<file path="config.mk">
export PLATFORM = sky130hd
export DESIGN_NAME = spartan_burst_framer
export DESIGN_NICKNAME = d
export VERILOG_FILES = /design/src/rtl/spartan_burst_framer_pkg.sv /design/src/rtl/spartan_burst_framer_idle_timer.sv /design/src/rtl/spartan_burst_framer.sv
export SDC_FILE = /design/constraint.sdc
export NUM_CORES = 1
export LEC_CHECK = 0
export BUFFER_PORTS_ARGS = -buffer_cell sky130_fd_sc_hd__buf_4
export CORE_UTILIZATION = 40
export CTS_CLUSTER_DIAMETER = 80
export DETAILED_ROUTE_END_ITERATION = 6
export SYNTH_ARGS = -nofsm -noshare
export SYNTH_HDL_FRONTEND = slang
export SYNTH_SLANG_ARGS = --single-unit
export TNS_END_PERCENT = 10
</file>
<file path="constraint.sdc">
create_clock -name CLK -period 2.8 [get_ports CLK]
set_input_delay 0.14 -clock CLK [delete_from_list [all_inputs] [get_ports CLK]]
set_output_delay 0.14 -clock CLK [all_outputs]
set_load 0.05 [all_outputs]
</file>
<file path="src/rtl/spartan_burst_framer_pkg.sv">
// Shared types for the burst framer: FSM state encoding.
package spartan_burst_framer_pkg;

  typedef enum logic [1:0] {
    ST_IDLE  = 2'd0,
    ST_HOLD  = 2'd1,
    ST_CLOSE = 2'd2
  } state_t;

endpackage

</file>
<file path="src/rtl/spartan_burst_framer_idle_timer.sv">
// Saturating idle counter; expire is high while the count sits at TIMEOUT-1.
module spartan_burst_framer_idle_timer #(
  parameter int TIMEOUT = 64,
  parameter int TO_W    = 7
) (
  input  logic CLK,
  input  logic rst_in,
  input  logic clr,
  input  logic en,
  output logic expire
);

  localparam logic [TO_W-1:0] LIMIT = TO_W'(TIMEOUT - 1);
  localparam logic [TO_W-1:0] MAX   = '1;

  logic [TO_W-1:0] idle_cnt;

  always_ff @(posedge CLK or posedge rst_in) begin
    if (rst_in) begin
      idle_cnt <= '0;
    end else if (clr) begin
      idle_cnt <= '0;
    end else if (en && (idle_cnt != MAX)) begin
      idle_cnt <= idle_cnt + TO_W'(1);
    end
  end

  assign expire = (idle_cnt == LIMIT);

endmodule

</file>
<file path="src/rtl/spartan_burst_framer.sv">
// Frames a valid/ready stream into bursts of at most BURST_LEN beats; a one-beat
// hold register lets LAST be attached late on timeout or FLUSH.
module spartan_burst_framer
  import spartan_burst_framer_pkg::*;
#(
  parameter int DATA_WIDTH = 32,
  parameter int BURST_LEN  = 16,
  parameter int CNT_W      = 8,
  parameter int TIMEOUT    = 64,
  parameter int TO_W       = 7
) (
  input  logic                  CLK,
  input  logic                  rst_in,
  input  logic [DATA_WIDTH-1:0] DIN,
  input  logic                  DIN_VAL,
  output logic                  DIN_RDY,
  output logic [DATA_WIDTH-1:0] DOUT,
  output logic                  DOUT_VAL,
  output logic                  DOUT_LAST,
  input  logic                  DOUT_RDY,
  input  logic                  FLUSH,
  output logic                  BUSY
);

  localparam logic [CNT_W-1:0] CNT_LAST = CNT_W'(BURST_LEN - 1);

  state_t                  state;
  state_t                  state_next;
  logic [DATA_WIDTH-1:0]   hold_data;
  logic                    hold_val;
  logic [CNT_W-1:0]        beat_cnt;

  logic out_free;
  logic accept;
  logic load_out;
  logic load_last;
  logic cnt_inc;
  logic cnt_clr;
  logic hold_load;
  logic hold_clr;
  logic tmr_clr;
  logic tmr_en;
  logic tmr_expire;

  assign out_free = !DOUT_VAL || DOUT_RDY;
  assign accept   = DIN_VAL && DIN_RDY;
  assign BUSY     = hold_val || DOUT_VAL || (beat_cnt != '0);

  // FLUSH masks ready in HOLD so the held beat closes before anything new enters.
  always_comb begin
    DIN_RDY = 1'b0;
    case (state)
      ST_IDLE: DIN_RDY = !rst_in;
      ST_HOLD: DIN_RDY = !rst_in && out_free && !FLUSH;
      default: DIN_RDY = 1'b0;
    endcase
  end

  always_comb begin
    state_next = state;
    load_out   = 1'b0;
    load_last  = 1'b0;
    cnt_inc    = 1'b0;
    cnt_clr    = 1'b0;
    hold_load  = 1'b0;
    hold_clr   = 1'b0;
    tmr_clr    = 1'b0;
    tmr_en     = 1'b0;
    case (state)
      ST_IDLE: begin
        if (accept) begin
          hold_load  = 1'b1;
          tmr_clr    = 1'b1;
          state_next = (beat_cnt == CNT_LAST) ? ST_CLOSE : ST_HOLD;
        end
      end
      ST_HOLD: begin
        if (accept) begin
          load_out   = 1'b1;
          cnt_inc    = 1'b1;
          hold_load  = 1'b1;
          tmr_clr    = 1'b1;
          state_next = ((beat_cnt + CNT_W'(1)) == CNT_LAST) ? ST_CLOSE : ST_HOLD;
        end else begin
          tmr_en = 1'b1;
          if (FLUSH || tmr_expire) begin
            state_next = ST_CLOSE;
          end
        end
      end
      ST_CLOSE: begin
        if (out_free) begin
          load_out   = 1'b1;
          load_last  = 1'b1;
          cnt_clr    = 1'b1;
          hold_clr   = 1'b1;
          tmr_clr    = 1'b1;
          state_next = ST_IDLE;
        end
      end
      default: state_next = ST_IDLE;
    endcase
  end

  spartan_burst_framer_idle_timer #(
    .TIMEOUT (TIMEOUT),
    .TO_W    (TO_W)
  ) u_idle_timer (
    .CLK    (CLK),
    .rst_in (rst_in),
    .clr    (tmr_clr),
    .en     (tmr_en),
    .expire (tmr_expire)
  );

  always_ff @(posedge CLK or posedge rst_in) begin
    if (rst_in) begin
      state     <= ST_IDLE;
      hold_data <= '0;
      hold_val  <= 1'b0;
      beat_cnt  <= '0;
      DOUT      <= '0;
      DOUT_VAL  <= 1'b0;
      DOUT_LAST <= 1'b0;
    end else begin
      state <= state_next;

      if (hold_load) begin
        hold_data <= DIN;
        hold_val  <= 1'b1;
      end else if (hold_clr) begin
        hold_val <= 1'b0;
      end

      if (cnt_clr) begin
        beat_cnt <= '0;
      end else if (cnt_inc) begin
        beat_cnt <= beat_cnt + CNT_W'(1);
      end

      // Output beat stays put until the sink takes it.
      if (load_out) begin
        DOUT      <= hold_data;
        DOUT_VAL  <= 1'b1;
        DOUT_LAST <= load_last;
      end else if (DOUT_RDY) begin
        DOUT_VAL  <= 1'b0;
        DOUT_LAST <= 1'b0;
      end
    end
  end

endmodule

</file>
Word-level counts from Yosys, hierarchy flattened
Cells that the tools add are included.

word-level totals
  bits in registers = 84
  bits of input ports = 37
  output and inout bits = 36

operators by class
  add/sub/neg operators = 2
  equal/unequal tests = 9
  muxes and demuxes = 26
  reductions and logical operators = 19

operator list
  cell                 count
  $eq 8x4->1 const B   2
  $mux 8               2
  $mux 7               2
  $mux 1               12
  $mux 2               6
  $add 8x1->8 const B  1
  $reduce_bool 2->1    4
  $reduce_bool 8->1    1
  $add 7x1->7 const B  1
  $eq 7x6->1 const B   1
  $ne 7x7->1 const B   1
  $pmux 1 s2           3
  $pmux 2 s3           1
  $logic_and 1x1->1    4
  $logic_or 1x1->1     4
  $ne 2x2->1 const B   2
  $logic_not 1->1      3
  $ne 3x3->1 const B   1
  $reduce_and 3->1     1
  $eq 2x1->1 const B   1
  $eq 2x2->1 const B   1
  $logic_not 2->1      1
  $reduce_or 2->1      1

Logic depth before layout (Yosys ltp)
  depth after elaboration = 11
  depth in mapped cells = 9

Modules after synthesis
From an unflattened synthesis, not the netlist that was laid out.

unflattened totals
  cells, all modules = 345
  area total of the unflattened synthesis = 3718.6 sq um

by module, submodules not included
  module                           times used  cells each  area an instance (sq um)
  spartan_burst_framer             1           307         3331.9
  spartan_burst_framer_idle_timer  1           38          386.6

Worst setup path before layout
No wires, ideal clock.

  path type = in2reg
  start = input rst_in
  end = register DOUT[22]
  library setup time = 0.125 ns
  data arrival time = 3.234 ns
  slack = -0.559 ns
  stages on the path = 6
  buffers on the path = 1
  cell sequence = inv_1 nand2_1 nor3_1 o21ai_2 buf_6 mux2_4

on the way
  word-level cells in the longest chain between the ends = 7

RTL lines
  what                             RTL line                     source
  from (decl)                      spartan_burst_framer.sv:13   input logic rst_in,
  $logic_not 1->1 (no line) (*)    -
  $logic_and 1x1->1 (2 in series)  spartan_burst_framer.sv:54   ST_HOLD: DIN_RDY = !rst_in && out_free && !FLUSH;
  $pmux 1 s2 (*)                   spartan_burst_framer.sv:52   case (state)
  $logic_and 1x1->1 (*)            spartan_burst_framer.sv:46   assign accept = DIN_VAL && DIN_RDY;
  $mux 1 (*)                       spartan_burst_framer.sv:78   if (accept) begin
  $pmux 1 s2 (*)                   spartan_burst_framer.sv:69   case (state)
  to (signal assigned)             spartan_burst_framer.sv:143  DOUT <= hold_data;
  to (decl)                        spartan_burst_framer.sv:17   output logic [DATA_WIDTH-1:0] DOUT,

Every way passes the cells marked *; elsewhere a longest branch is shown, timed or not.
A chain may end at the register's enable or synchronous reset.

Final worst setup path
  start = register state[1]
  end = register DOUT[19]

on the way
  word-level cells in the longest chain between the ends = 5
  elaborated cells on any way between the ends = 7
  those cells by class = eq/ne (2); mux (3); reduce/logical (2)

RTL lines
  what                                           RTL line                                                source
  from (decl)                                    spartan_burst_framer.sv:27                              state_t state;
  from (signal assigned)                         spartan_burst_framer.sv:126                             state <= state_next;
  $eq 2x1->1 or $logic_not 2->1 (tied branches)  spartan_burst_framer.sv:52, spartan_burst_framer.sv:69
  $pmux 1 s2                                     spartan_burst_framer.sv:52
  $logic_and 1x1->1                              spartan_burst_framer.sv:46
  $mux 1                                         spartan_burst_framer.sv:78
  $pmux 1 s2 (*)                                 spartan_burst_framer.sv:69

Marked as above.

==> impl_metrics.ini <==
[synthesis]
muxShareOfSynthArea_pct = 11.39
yosysTopAreaCell = dfrtp_1
synth_top_family_by_area = simple AND/OR/NAND/NOR gates
synth-simple-area-share_pct = 18.28
synth-seq-area-share_pct = 57.83
ys_seq_elements = 84
synth-adder-area-share_pct = 2.754
synth-edff-count = 0
synth_cell_types = 38
netlist.area_leader.share_pct = 57.83
synth_ff_type = dfrtp_1
synth_area_leaders = dfrtp_1 58%, nand2_1 11%, mux2_2 7.1%, mux2_4 3.7%, ha_1 2.8%
syn_area_per_cell_um2 = 10.75
synth_compound_area_share_pct = 4.991
synthArstFlopShare_pct = 100.0
synth_xor_area_share_pct = 1.928
postSynthCellCount = 338
yosysWarnings = 0
synth_area_um2 = 3635
syn_nets = 383

[worst_setup_path]
criticalPathCategory = register to register
cp.required_ns = 3.04
worstSetupStartpointType = register
path_max_fanout = 19
crit_arrival_ns = 2.73
end_kind = register

[layout]
area_growth_pct = 32.56
layout.cells.most_common = nand2_1
drive_gt1_share_pct = 29.84
final_cell_mix = 107 x nand2_1, 84 x dfrtp_1, 78 x buf_4, 31 x dlygate4sd3_1, 23 x mux2_2
antenna_cells = 0
nets = 489
fin_area_um2 = 4818

[drt]
first_iter_violations = 77
wire_per_inst_um = 14.12
ant_nets = 0
firstDrtPassIters = 4
drt_wl_total_mm = 7.866
routed_via_density = 4.860
drc = 0
vias = 2707

[sta]
finalSetupTns_ns = 0
finalMaxSlewViolations = 0
max_slew_margin_pct = 29.34
layout_min_cycle_time_ns = 2.486
finClkSkew_ns = 0.008745
hold_viol_final = 0
fin_crit_sh_pct = 88.79
worst_slew_pin_slew_ns = 1.060
grt_setup_unrepaired = no
finalSetupViolations = 0
fmax_mhz = 402.2

[run]
max_cap_viol_count = 0

[floorplanning]
pin_count = 73
start_util_pct = 41.48
dieArea_um2 = 9472
fp.dieH_um = 97.33
die_x_um = 97.33
rows = 34
coreArea_um2 = 8763

[status]
outcome = finished clean

[clocking]
clk_latency_ns = 0.35
clkTransAtPathRegs_ns = 0.09
ctsHtreeMaxLevel = 3
clock-root-buffer = clkbuf_8
cts_tree = yes
postCtsSetupBuffers = 0
cts.sinks = 84
cts_made_buffers = 9
clock_path_buffers = 2

[power_and_ir_drop]
leakagePower_nw = 2.442
ir_drop_uv = 601.6
p_per_area_nw_per_um2 = 1122

[global_routing]
track_usage_pct = 17.77
grt_max_degree = 85
grt-ovfl-total = 0
grt_pass1_wl_mm = 13.22
grt_pass1_vias = 2681
grt_antenna_before_repair = 0

[hold_path]
min_path_type = primary input to register

[place]
dp_hpwl_mm = 5.156
io_buffers = 72
place_area_um2 = 4293
place_congestion = 0.7731
worst max-delay path, cell delays in order, from the launching register on:
cell and delay [ns]:
dfrtp_1 0.42, inv_1 0.09, ha_1 0.30, nor2b_4 0.23, a21o_1 0.23, nand3_1 0.24, a21boi_2 0.20, buf_4 0.29
mux2_2 0.38
Yosys cell counts, types with 2 or more instances:
library cell,n
buf_6,2
nor4_1,2
xor2_1,6
nand2b_1,2
a21oi_1,9
nand4_1,4
nand2_1,107
and3_1,4
inv_1,8
nand3_1,9
nor3_1,3
or3_1,7
dfrtp_1,84
o21ai_0,9
nor2_1,10
a2bb2oi_1,2
mux2i_1,2
clkbuf_1,10
mux2_4,9
ha_1,8
mux2_2,23
xnor2_1,2
stage by stage:
step / power [W] / utilization [%] / hold WS [ns] / std cells / setup WS, ns
3_5_place_dp: 0.004502 / 48.99 / 0.3319 / 510 / 0.1603
2_1_floorplan: 0.003800 / - / 0.2454 / 338 / 0.1153
6_report: 0.005407 / 54.98 / 0.009152 / 557 / 0.3139
5_1_grt: 0.005726 / 54.98 / 0.01626 / 557 / 0.1541
3_3_place_gp: 0.004450 / 48.99 / 0.3301 / 510 / 0.2460
4_1_cts: 0.005453 / 54.90 / 0.007929 / 557 / 0.1366
sequential cells by signal, summed over array words and instances (netlist names):
register / count
state: 2
DOUT_VAL: 1
hold_data: 32
beat_cnt: 8
hold_val: 1
DOUT: 32
u_idle_timer.idle_cnt: 7
DOUT_LAST: 1
path summary, 6_finish.rpt:
kind                       cells after the start  slack (ns)    startpoint                       end
min                                            3       0.009       DIN[22]             hold_data[22]
max in group asynchronous                      3        1.95        rst_in  u_idle_timer.idle_cnt[2]
min in group asynchronous                      3        0.14        rst_in               beat_cnt[4]
max reg2reg                                    8        0.31      state[1]                  DOUT[19]
min reg2reg                                    2        0.47  hold_data[0]              hold_data[0]
max                                            8        0.31      state[1]                  DOUT[19]
logic make-up (layout without fill, tap and decap cells):
logic type / count (synthesis) / count (layout)
xor gates and xnor gates: 8 / 8
muxes: 34 / 34
buffers and inverters: 22 / 133
AOI/OAI and AO/OA: 29 / 29
and+or+nand+nor: 153 / 153
adders and majority gates: 8 / 8
DFF: 84 / 84
repair_timing:
item	in CTS	in global routing
hold endpoints to repair	31	0
setup endpoints to repair	0	5
hold buffers	31	0
resized for setup	0	1
report_power, final:
part | total (W) | internal, W | switching (W)
registers | 0.00196 | 0.00169 | 0.000270
clock network | 0.000905 | 0.000445 | 0.000460
logic | 0.00254 | 0.000971 | 0.00157
layer usage:
layer | vias to the layer above | GRT usage [%] | share of wire, % | wire length, µm
met3 | 9 | 4.101 | 4.4 | 345
met5 | - | 0 | 0 | 0
met4 | 0 | 6.448 | 1.4 | 110
li1 | 1333 | - | - | -
met2 | 59 | 27.90 | 46 | 3648
met1 | 1306 | 24.17 | 48 | 3761
area by class of cell:
cell class | count | area [µm²]
inverter | 8 | 33.78
tap | 108 | 135.1
timing repair buffer | 109 | 895.9
clock buffer | 10 | 137.6
fill | 790 | 3945
multi-input combinational | 232 | 1444
clock inverter | 6 | 70.07
sequential | 84 | 2102
Power figures use the tool's default switching activity.
